File: src/rtl/tmac_pkg.sv
// Shared Turing-machine definitions: tape geometry, symbol encoding, loader states.
package tmac_pkg;

  // Default tape address width, shared by the tape memory, head pointer and loader.
  localparam int unsigned MEM_SIZE_DEFAULT = 14;

  // Tape symbol encoding.
  localparam logic SYM_ZERO = 1'b0;
  localparam logic SYM_ONE  = 1'b1;

  typedef enum logic [1:0] {
    StIdle,
    StClear,
    StLoad,
    StDone
  } loader_state_e;

endpackage

File: src/rtl/tmac_tape_loader_if.sv
// Symbol stream in, tape write port out. The loader is the slave side of the stream
// and drives the tape write port; the master side is the source plus the tape memory.
interface tmac_tape_loader_if
  import tmac_pkg::*;
#(
  parameter int unsigned MEM_SIZE = MEM_SIZE_DEFAULT
);
  logic                in_valid;
  logic                in_sym;
  logic                in_last;
  logic                in_ready;
  logic [MEM_SIZE-1:0] mem_addr;
  logic                mem_din;
  logic                mem_we;

  modport master (
    output in_valid, in_sym, in_last,
    input  in_ready, mem_addr, mem_din, mem_we
  );

  modport slave (
    input  in_valid, in_sym, in_last,
    output in_ready, mem_addr, mem_din, mem_we
  );
endinterface

File: src/rtl/tmac_addr_counter.sv
// Tape address pointer with synchronous clear/increment and an end-of-tape flag.
module tmac_addr_counter
  import tmac_pkg::*;
#(
  parameter int unsigned MEM_SIZE = MEM_SIZE_DEFAULT
) (
  input  logic                clk,
  input  logic                rst,
  input  logic                clr_i,
  input  logic                inc_i,
  output logic [MEM_SIZE-1:0] ptr_o,
  output logic                at_max_o
);
  logic [MEM_SIZE-1:0] ptr_q, ptr_d;

  // Clear wins over increment.
  always_comb begin
    ptr_d = ptr_q;
    if (clr_i) begin
      ptr_d = '0;
    end else if (inc_i) begin
      ptr_d = ptr_q + MEM_SIZE'(1);
    end
  end

  // Pointer register.
  always_ff @(posedge clk or posedge rst) begin
    if (rst) begin
      ptr_q <= '0;
    end else begin
      ptr_q <= ptr_d;
    end
  end

  assign ptr_o    = ptr_q;
  assign at_max_o = &ptr_q;
endmodule

File: src/rtl/tmac_tape_loader.sv
// Tape loader: optional zero-fill of the whole tape, then writes a valid/ready symbol
// stream to consecutive addresses from 0 and reports done/count/overflow.
module tmac_tape_loader
  import tmac_pkg::*;
#(
  parameter int unsigned MEM_SIZE = MEM_SIZE_DEFAULT,
  parameter bit          CLEAR_EN = 1'b1
) (
  input  logic                 clk,
  input  logic                 rst,
  input  logic                 start_i,
  tmac_tape_loader_if.slave    tape,
  output logic                 busy_o,
  output logic                 done_o,
  output logic [MEM_SIZE:0]    count_o,
  output logic                 err_overflow_o
);
  loader_state_e       state_q, state_d;
  logic                busy_q, busy_d;
  logic                done_q, done_d;
  logic                err_q, err_d;
  logic [MEM_SIZE:0]   count_q, count_d;
  logic                wptr_clr, wptr_inc, wptr_at_max;
  logic [MEM_SIZE-1:0] wptr;

  tmac_addr_counter #(
    .MEM_SIZE (MEM_SIZE)
  ) u_wptr (
    .clk      (clk),
    .rst      (rst),
    .clr_i    (wptr_clr),
    .inc_i    (wptr_inc),
    .ptr_o    (wptr),
    .at_max_o (wptr_at_max)
  );

  // Next state, pointer control and the combinational tape/stream outputs.
  always_comb begin
    state_d       = state_q;
    count_d       = count_q;
    err_d         = err_q;
    wptr_clr      = 1'b0;
    wptr_inc      = 1'b0;
    tape.in_ready = 1'b0;
    tape.mem_we   = 1'b0;
    tape.mem_din  = SYM_ZERO;
    tape.mem_addr = wptr;
    unique case (state_q)
      StIdle, StDone: begin
        if (start_i) begin
          wptr_clr = 1'b1;
          count_d  = '0;
          err_d    = 1'b0;
          state_d  = CLEAR_EN ? StClear : StLoad;
        end
      end
      StClear: begin
        tape.mem_we = 1'b1;
        if (wptr_at_max) begin
          wptr_clr = 1'b1;
          state_d  = StLoad;
        end else begin
          wptr_inc = 1'b1;
        end
      end
      StLoad: begin
        tape.in_ready = 1'b1;
        tape.mem_din  = tape.in_sym;
        tape.mem_we   = tape.in_valid;
        if (tape.in_valid) begin
          count_d  = count_q + (MEM_SIZE + 1)'(1);
          // Pointer parks on the last cell rather than wrapping.
          wptr_inc = ~wptr_at_max;
          if (tape.in_last) begin
            state_d = StDone;
          end else if (wptr_at_max) begin
            err_d   = 1'b1;
            state_d = StDone;
          end
        end
      end
      default: state_d = StIdle;
    endcase
    busy_d = (state_d == StClear) || (state_d == StLoad);
    done_d = (state_d == StDone);
  end

  // State and registered status outputs.
  always_ff @(posedge clk or posedge rst) begin
    if (rst) begin
      state_q <= StIdle;
      busy_q  <= 1'b0;
      done_q  <= 1'b0;
      err_q   <= 1'b0;
      count_q <= '0;
    end else begin
      state_q <= state_d;
      busy_q  <= busy_d;
      done_q  <= done_d;
      err_q   <= err_d;
      count_q <= count_d;
    end
  end

  assign busy_o         = busy_q;
  assign done_o         = done_q;
  assign count_o        = count_q;
  assign err_overflow_o = err_q;
endmodule

File: src/flat_wrapper.sv
// flat-port wrapper written by rule: the top's interface ports become plain ports
module tmac_tape_loader_flat import tmac_pkg::*;
#(
  parameter int unsigned MEM_SIZE = MEM_SIZE_DEFAULT,
  parameter bit          CLEAR_EN = 1'b1
)
  (clk, rst, start_i, busy_o, done_o, count_o, err_overflow_o, tape_in_valid, tape_in_sym, tape_in_last, tape_in_ready, tape_mem_addr, tape_mem_din, tape_mem_we);
  tmac_tape_loader_if #(.MEM_SIZE(MEM_SIZE)) tape_i ();
  input  logic clk;
  input  logic rst;
  input  logic start_i;
  output logic busy_o;
  output logic done_o;
  output logic [MEM_SIZE:0] count_o;
  output logic err_overflow_o;
  input wire logic [$bits(tape_i.in_valid)-1:0] tape_in_valid;
  input wire logic [$bits(tape_i.in_sym)-1:0] tape_in_sym;
  input wire logic [$bits(tape_i.in_last)-1:0] tape_in_last;
  output wire logic [$bits(tape_i.in_ready)-1:0] tape_in_ready;
  output wire logic [$bits(tape_i.mem_addr)-1:0] tape_mem_addr;
  output wire logic [$bits(tape_i.mem_din)-1:0] tape_mem_din;
  output wire logic [$bits(tape_i.mem_we)-1:0] tape_mem_we;
  assign tape_i.in_valid = tape_in_valid;
  assign tape_i.in_sym = tape_in_sym;
  assign tape_i.in_last = tape_in_last;
  assign tape_in_ready = tape_i.in_ready;
  assign tape_mem_addr = tape_i.mem_addr;
  assign tape_mem_din = tape_i.mem_din;
  assign tape_mem_we = tape_i.mem_we;
  tmac_tape_loader #(.MEM_SIZE(MEM_SIZE), .CLEAR_EN(CLEAR_EN)) u_core (.clk(clk), .rst(rst), .start_i(start_i), .tape(tape_i), .busy_o(busy_o), .done_o(done_o), .count_o(count_o), .err_overflow_o(err_overflow_o));
endmodule
File: config.mk
export PLATFORM = sky130hd
export DESIGN_NAME = tmac_tape_loader_flat
export DESIGN_NICKNAME = d
export VERILOG_FILES = /design/src/rtl/tmac_pkg.sv /design/src/rtl/tmac_tape_loader_if.sv /design/src/rtl/tmac_addr_counter.sv /design/src/rtl/tmac_tape_loader.sv /design/src/flat_wrapper.sv
export SDC_FILE = /design/constraint.sdc
export NUM_CORES = 1
export LEC_CHECK = 0
export ABC_AREA = 1
export CAP_MARGIN = 10
export CORE_ASPECT_RATIO = 1.25
export CORE_MARGIN = 2
export CORE_UTILIZATION = 45
export DETAILED_ROUTE_END_ITERATION = 12
export GPL_TIMING_DRIVEN = 1
export PLACE_DENSITY_LB_ADDON = 0.08
export SKIP_CTS_REPAIR_TIMING = 1
export SYNTH_ARGS = -nofsm -noshare
export SYNTH_HDL_FRONTEND = slang
export SYNTH_HIERARCHICAL = 1
export SYNTH_SLANG_ARGS = --single-unit
File: constraint.sdc
create_clock -name clk -period 6.4 [get_ports clk]
set_clock_uncertainty 0.1 [all_clocks]
set_input_delay 0.96 -clock clk [delete_from_list [all_inputs] [get_ports clk]]
set_output_delay 0.96 -clock clk [all_outputs]
set_load 0.01 [all_outputs]
Yosys cells after proc, flatten, opt, wreduce, memory -nomap -nowiden
Cells that the tools add are included. W data, S select, Z words.

Bits in registers: 34. Input port bits: 6. Output and inout port bits: 35. Logic and storage cells: 52.

Add/subtract/negate cells: 2. Equality and inequality tests: 10. Multiplexer cells: 25. Bitwise gates (word level): 1. Reductions and logical operators: 8.

Operator list (count): $mux W15 (2); $pmux W15 S2 (1); $mux W14 (2); $add A15 B1 Y15 const B (1); $add A14 B1 Y14 const B (1); $reduce_and A14 Y1 (1); $mux W1 (10); $mux W2 (5); $eq A2 B2 Y1 const B (4); $pmux W1 S2 (4); $ne A2 B2 Y1 const B (3); $pmux W2 S3 (1); $reduce_and A5 Y1 (1); $eq A2 B1 Y1 const B (2); $reduce_bool A2 Y1 (2); $reduce_and A3 Y1 (1); $logic_not A2 Y1 (1); $ne A2 B1 Y1 const B (1); $reduce_or A2 Y1 (1); $logic_or A1 B1 Y1 (1); $not A1 Y1 (1).

Longest topological paths before layout
Gate-level depths: netlist of run 1.

Depth in word-level cells: 7. Mapped depth: 14. Depth with buffers taken out: 13.

By module
Netlist of run 1, hierarchy kept.

By module, submodules not included: tmac_tape_loader (instances 1, cells each 158, area each 1206.2 um2); tmac_addr_counter (instances 1, cells each 102, area each 788.3 um2).

Least setup slack after synthesis of run 1
Ideal clock, no wire load.

Kind: register -> register. From: register u_core.u_wptr.ptr_q[0] (netlist: u_core/u_wptr/ptr_o[0]). To: register u_core.u_wptr.ptr_q[10] (netlist: u_core/u_wptr/ptr_o[10]). Library setup time: 0.120 ns. Arrival time: 2.153 ns. Data required time: 6.180 ns. Setup slack: 4.027 ns. Cell stages (with the launch flop): 11. Path buffers: 0. Cells stage by stage: dfrtp_1 ha_1 nand3_2 nor4_1 nand3_1 nand2_1 nor2_4 nor2_4 nand3b_1 o21ai_0 nor2_1.

RTL lines: start, declared (line tmac_addr_counter.sv:14) `logic [MEM_SIZE-1:0] ptr_q, ptr_d;`; start signal, assigned (line tmac_addr_counter.sv:31) `ptr_q <= ptr_d;`; $reduce_and A14 Y1 (*) (line tmac_addr_counter.sv:36) `assign at_max_o = &ptr_q;`; net u_core.wptr_at_max (line tmac_tape_loader.sv:23) `logic wptr_clr, wptr_inc, wptr_at_max;`; $mux W1 (*) (line tmac_tape_loader.sv:59) `if (wptr_at_max) begin`; $pmux W1 S2 (*) (line tmac_tape_loader.sv:48) `unique case (state_q)`; net u_core.wptr_clr (line tmac_tape_loader.sv:23); $mux W14 or $reduce_bool A2 Y1 (tied branches).

Mark *: on every way through the listed nets, which the timed path passes. The rest lies on a longest branch. The select of a mux whose other input is x is not followed. A chain may end at the register's enable or synchronous reset.

Worst setup path in the final report of run 1
From: input tape_in_valid. To: output tape_mem_we.

Cells in the longest elaborated chain, start to end: 1.

RTL lines: start, declared (line flat_wrapper.sv:16) `input wire logic [$bits(tape_i.in_valid)-1:0] tape_in_valid;`; $pmux W1 S2 (line tmac_tape_loader.sv:48); end, declared (line flat_wrapper.sv:22) `output wire logic [$bits(tape_i.mem_we)-1:0] tape_mem_we;`.

No other way between the ends.

==> results.py, run 1 <==
metrics = {
    "status": {
        "run_status": "finished, final reports clean",
    },
    "worst_setup_path": {
        "critPathArrivalTime_ns": 2.20,
        "critPathBufInv": 2,
        "end_kind": "output pin",
        "slowest_delay_ns": 0.55,
        "crit_fanout": 5,
        "cp_top_family": "buffers and inverters",
        "crit_chain": "clkdlybuf4s50_1 > nand2_2 > a21oi_1 > clkdlybuf4s50_1",
        "startpoint_type": "primary input",
        "critPathSlowestCell": "clkdlybuf4s50_1",
        "cpMostUsedCell": "clkdlybuf4s50_1",
        "required_ns": 5.34,
        "worstSetupPathType": "in -> out",
    },
    "sta": {
        "worstMarginPinSlew_ns": 0.813,
        "setup_tns_ns": 0,
        "rsz0062_at_grt": "false",
        "clock.fmax_mhz": 307,
        "setup_violations": 0,
        "setup_ws_ns": 3.14,
        "period_minus_slack_ns": 3.26,
        "finalHoldViolations": 0,
        "final.period_utilization_pct": 51.0,
        "slew_headroom_pct": 45.3,
        "drv_slew": 0,
        "fin_hold_ws_ns": 0.426,
    },
    "logic_synthesis": {
        "ys_seq_area_share_pct": 42.7,
        "ys_ff_latch": 34,
        "synth_cell_types": 31,
        "netlist_area_um2": 1990,
        "syn_nets": 272,
        "yosys_warnings": 6,
        "syn_avg_cell_area_um2": 7.67,
        "synth_cells": 260,
    },
    "routing": {
        "avgRoutedWirePerCell_um": 11.7,
        "first_pass_iters": 4,
        "routed_wirelength_um": 4260,
        "num_vias": 1791,
        "antenna_left": 0,
        "first_iter_violations": 87,
        "drc": 0,
        "drt-vias-per-instance": 4.93,
    },
    "layout": {
        "postLayoutCoreUtil_pct": 58.4,
        "diodes": 0,
        "stdcell_area_um2": 2530,
        "syn_to_final_growth_pct": 26.7,
        "layout.nets": 316,
        "stdcell_count": 363,
        "drive_gt1_share_pct": 11.1,
    },
    "placement": {
        "placed_cells": 355,
        "io_buffers": 40,
        "post-place-ws_ns": 3.13,
        "dp_hpwl_um": 3170,
        "dpl-instance-area_um2": 2430,
        "gp_congestion": 0.835,
    },
    "clock_network": {
        "worstSkewPairLatency_ns": 0.29,
        "clk_pin_slew_ns": 0.06,
        "clock-sinks": 34,
        "cts_max_path_buffers": 2,
        "htree_levels": 2,
        "cts_root_buf": "clkbuf_8",
        "cts_buffers": 5,
        "cts_tree": "yes",
    },
    "power_and_ir_drop": {
        "p_leak_nw": 1.15,
        "ir_drop_v": 0.000141,
        "powerDensity_nw_per_um2": 243,
        "power_uw": 614,
    },
    "die": {
        "die_width_um": 63.5,
        "fp.dieH_um": 78.4,
        "core_area_um2": 4320,
        "start_util_pct": 46.1,
        "rows": 27,
        "ios": 41,
        "dieArea_um2": 4980,
    },
    "global_route": {
        "grt_pass1_vias": 1679,
        "grt_max_degree": 21,
        "overflow": 0,
        "track_usage_pct": 18.9,
        "grt_pass1_wl_um": 7370,
        "antenna_found_initial": 0,
    },
    "flow_run": {
        "maxCapViolCount": 0,
    },
    "hold_path": {
        "min_path_type": "reg -> reg",
    },
}
-- layout make-up --
class / instances / area (um^2)
timing repair buffer: 40 / 400
inverter: 35 / 134
sequential: 34 / 851
clock inverter: 1 / 5.00
multi-input combinational: 188 / 977
clock buffer: 7 / 86.3
tap: 58 / 72.6
fill: 418 / 1800
-- per-layer routing --
metal,GRT usage (%),vias to the layer above,share of wire (%)
li1,-,913,-
met2,33.5,37,52
met4,7.39,0,1.6
met3,3.87,6,4.0
met5,0,-,0
met1,22.2,835,42
-- power by group --
| part | internal (mW) | switching (mW) |
|---|---|---|
| clock network | 0.0867 | 0.0744 |
| registers | 0.231 | 0.0171 |
| logic | 0.0733 | 0.132 |
-- logic make-up after synthesis --
kind of cell	share of synthesized area, %
xor+xnor	0.439
compound gates	9.60
flops	42.7
fa+ha+maj	3.76
simple gates	35.2
buf+inv	8.34
-- cell usage in the layout (no fill, tap or decap), drive strengths merged, types with 2 or more instances in the layout --
| cell | netlist | layout |
|---|---|---|
| a211oi | 2 | 2 |
| a21oi | 18 | 18 |
| clkbuf | 0 | 7 |
| clkdlybuf4s50 | 0 | 40 |
| dfrtp | 34 | 34 |
| ha | 6 | 6 |
| inv | 35 | 35 |
| nand2 | 66 | 66 |
| nand3 | 15 | 15 |
| nand3b | 2 | 2 |
| nand4 | 3 | 3 |
| nor2 | 52 | 52 |
| nor3 | 3 | 3 |
| nor3b | 2 | 2 |
| o21ai | 15 | 15 |
-- cell usage after synthesis (all sizes together) --
master / n / share of area (%)
nand2: 66 / 14
nor2: 52 / 12
inv: 35 / 6.7
dfrtp: 34 / 43
a21oi: 18 / 4.7
nand3: 15 / 4.5
o21ai: 15 / 3.8
ha: 6 / 3.8
buf: 3 / 1.6
nand4: 3 / 0.94
nor3: 3 / 1.3
a211oi: 2 / 0.75
nand3b: 2 / 0.75
nor3b: 2 / 0.75
and2: 1 / 0.31
nor4: 1 / 0.31
o31ai: 1 / 0.38
xnor2: 1 / 0.44
-- worst paths after layout --
path                                                 to  slack (ns)                    from  depth (start not counted)
worst min register to register    u_core/err_overflow_o        0.43   u_core/err_overflow_o                          2
worst max-delay path                        tape_mem_we        3.14           tape_in_valid                          4
worst max register to register  u_core/u_wptr/ptr_o[12]        3.64  u_core/u_wptr/ptr_o[0]                         10
min in group asynchronous        u_core/u_wptr/ptr_o[6]        0.94                     rst                          2
max in group asynchronous         u_core/err_overflow_o        4.65                     rst                          2
worst min-delay path              u_core/err_overflow_o        0.43   u_core/err_overflow_o                          2
-- state kept, by name, summed over array words and instances, names as in the netlist --
register,cells
u_core/count_o,15
u_core/err_overflow_o,1
u_core/state_q,2
u_core/done_o,1
u_core/u_wptr/ptr_o,14
u_core/busy_o,1
-- worst reg2reg max path: cells and delay by family (launching register included) --
family                   cells  cell delay [ns]
flip-flops                   1             0.45
AO/OA/AOI/OAI                2             0.44
adder cells (fa/ha/maj)      1             0.24
buffers and inverters        1             0.10
AND/OR/NAND/NOR              6             1.30
Note: power is estimated with default switching activity, not from simulation.
==> run 2: changes to the inputs <==
==> constraint.sdc (replaced) <==
create_clock -name clk -period 2.9 [get_ports clk]
set_clock_uncertainty 0.1 [all_clocks]
set_input_delay 0.435 -clock clk [delete_from_list [all_inputs] [get_ports clk]]
set_output_delay 0.435 -clock clk [all_outputs]
set_load 0.01 [all_outputs]
==> results.py, run 2 (same netlist as run 1, synthesis figures left out) <==
metrics = {
    "routing": {
        "drt-vias-per-instance": 4.90,
        "first_pass_iters": 4,
        "drc": 0,
        "first_iter_violations": 104,
        "num_vias": 1795,
        "antenna_left": 0,
        "avgRoutedWirePerCell_um": 12.1,
        "routed_wirelength_um": 4430,
    },
    "clock_network": {
        "cts_buffers": 5,
        "clock-sinks": 34,
        "cts_max_path_buffers": 2,
        "worstSkewPairLatency_ns": 0.30,
        "cts_root_buf": "clkbuf_8",
        "cts_tree": "yes",
        "htree_levels": 2,
        "clk_pin_slew_ns": 0.07,
    },
    "placement": {
        "placed_cells": 358,
        "gp_congestion": 0.838,
        "dp_hpwl_um": 3270,
        "io_buffers": 40,
    },
    "layout": {
        "final_common_cell": "nand2_1",
        "syn_to_final_growth_pct": 27.8,
        "mostFrequentLayoutCells": "nand2_1, nor2_1, clkdlybuf4s50_1, dfrtp_1, inv_1",
        "drive_gt1_share_pct": 12.0,
        "multi_input_area_um2": 977,
        "largest_reg_flops": 15,
        "register_area_um2": 851,
        "layout.nets": 319,
        "fillerInstances": 443,
        "stdcell_count": 366,
        "diodes": 0,
    },
    "global_route": {
        "grt_max_degree": 21,
        "grt_pass1_wl_um": 7520,
        "antenna_found_initial": 0,
        "grt_pass1_vias": 1730,
        "overflow": 0,
        "track_usage_pct": 19.4,
    },
    "status": {
        "run_status": "finished, final reports clean",
    },
    "die": {
        "start_util_pct": 46.1,
        "rows": 27,
        "fp.dieH_um": 78.4,
        "die_width_um": 63.5,
        "dieArea_um2": 4980,
        "ios": 41,
        "core_area_um2": 4320,
    },
    "worst_setup_path": {
        "critPathArrivalTime_ns": 1.89,
        "cp_top_family": "buffers and inverters",
        "r2r_cells": 11,
        "critPathBufInv": 2,
        "crit_fanout": 5,
        "critPathSlowestCell": "clkdlybuf4s50_1",
        "end_kind": "output pin",
        "worstSetupPathType": "reg -> out",
        "required_ns": 2.37,
        "regToRegSetupSlack_ns": 0.63,
        "reg2reg_to": "u_core/u_wptr/ptr_o[10]",
        "crit_chain": "inv_1 > ha_1 > nand2_2 > a21oi_1 > clkdlybuf4s50_1",
        "path_depth": 5,
        "rr_startpoint": "u_core/u_wptr/ptr_o[0]",
        "startpoint_type": "flip-flop",
        "slowest_delay_ns": 0.55,
    },
    "sta": {
        "clock.fmax_mhz": 412,
        "period_minus_slack_ns": 2.43,
        "final.period_utilization_pct": 83.8,
        "setup_tns_ns": 0,
        "worstMarginPinSlew_ns": 0.785,
        "slew_headroom_pct": 47.6,
        "rsz0062_at_grt": "false",
        "setup_violations": 0,
        "drv_slew": 0,
        "finalHoldViolations": 0,
        "fin_hold_ws_ns": 0.400,
    },
    "flow_run": {
        "maxCapViolCount": 0,
    },
    "power_and_ir_drop": {
        "p_leak_nw": 1.17,
        "power_mw": 1.38,
        "powerDensity_nw_per_um2": 543,
        "ir_drop_v": 0.000283,
    },
    "hold_path": {
        "min_path_type": "in -> async",
    },
}
-- run 2: cell types whose count changed in the layout (fill, tap and decap cells not counted), sizes merged --
cell  previous run  this run
buf              0         3
-- run 2: worst reg2reg max path: stages (launching register included) --
cell and delay, ns:
dfrtp_1 0.42, ha_1 0.23, nand3_2 0.12, nor4_1 0.26, buf_4 0.19, nand3_1 0.07
nand2_1 0.17, nor2_4 0.09, nor2_4 0.18, nand3b_1 0.12, o21ai_0 0.17, nor2_1 0.05
-- run 2: power by group --
part | internal [mW] | switching, mW
combinational | 0.178 | 0.295
clock | 0.191 | 0.176
sequential | 0.509 | 0.0347
total | 0.878 | 0.506
-- run 2: area by class of cell --
cell class	instances	area share [%]
multi-input cells	188	38.3
flip-flops and latches	34	33.4
repair buffers	43	16.6
inverters	35	5.25
clock buffers	7	3.39
well taps	58	2.85
clock inverters	1	0.196
-- run 2: worst max-delay path by stage --
stage / start / endpoint / slack (ns)
after floorplan: u_core/u_wptr/ptr_o[0] / u_core/u_wptr/ptr_o[10] / 0.53
after global placement: u_core/u_wptr/ptr_o[0] / u_core/u_wptr/ptr_o[12] / 0.68
after detailed placement: u_core/u_wptr/ptr_o[0] / u_core/u_wptr/ptr_o[12] / 0.64
after CTS: u_core/state_q[0] / tape_mem_we / 0.45
after global routing: u_core/state_q[0] / tape_mem_we / 0.32
final: u_core/state_q[0] / tape_mem_we / 0.47
-- run 2: stage by stage --
stage	util (%)	setup WS (ns)	instance area [um^2]
finish	58.9	0.470	2550
global route	58.9	0.320	2550
CTS	58.9	0.445	2550
detailed placement	56.8	0.641	2460
global placement	56.8	0.684	2460
floorplan	-	0.527	1990
-- run 2: metal layers --
layer  wire, um  up-vias  GRT usage (%)
met2       2280       39           34.3
met5          0        -              0
met3        171       11           3.15
met4        127        0           11.7
met1       1850      828           21.7
li1           -      917              -
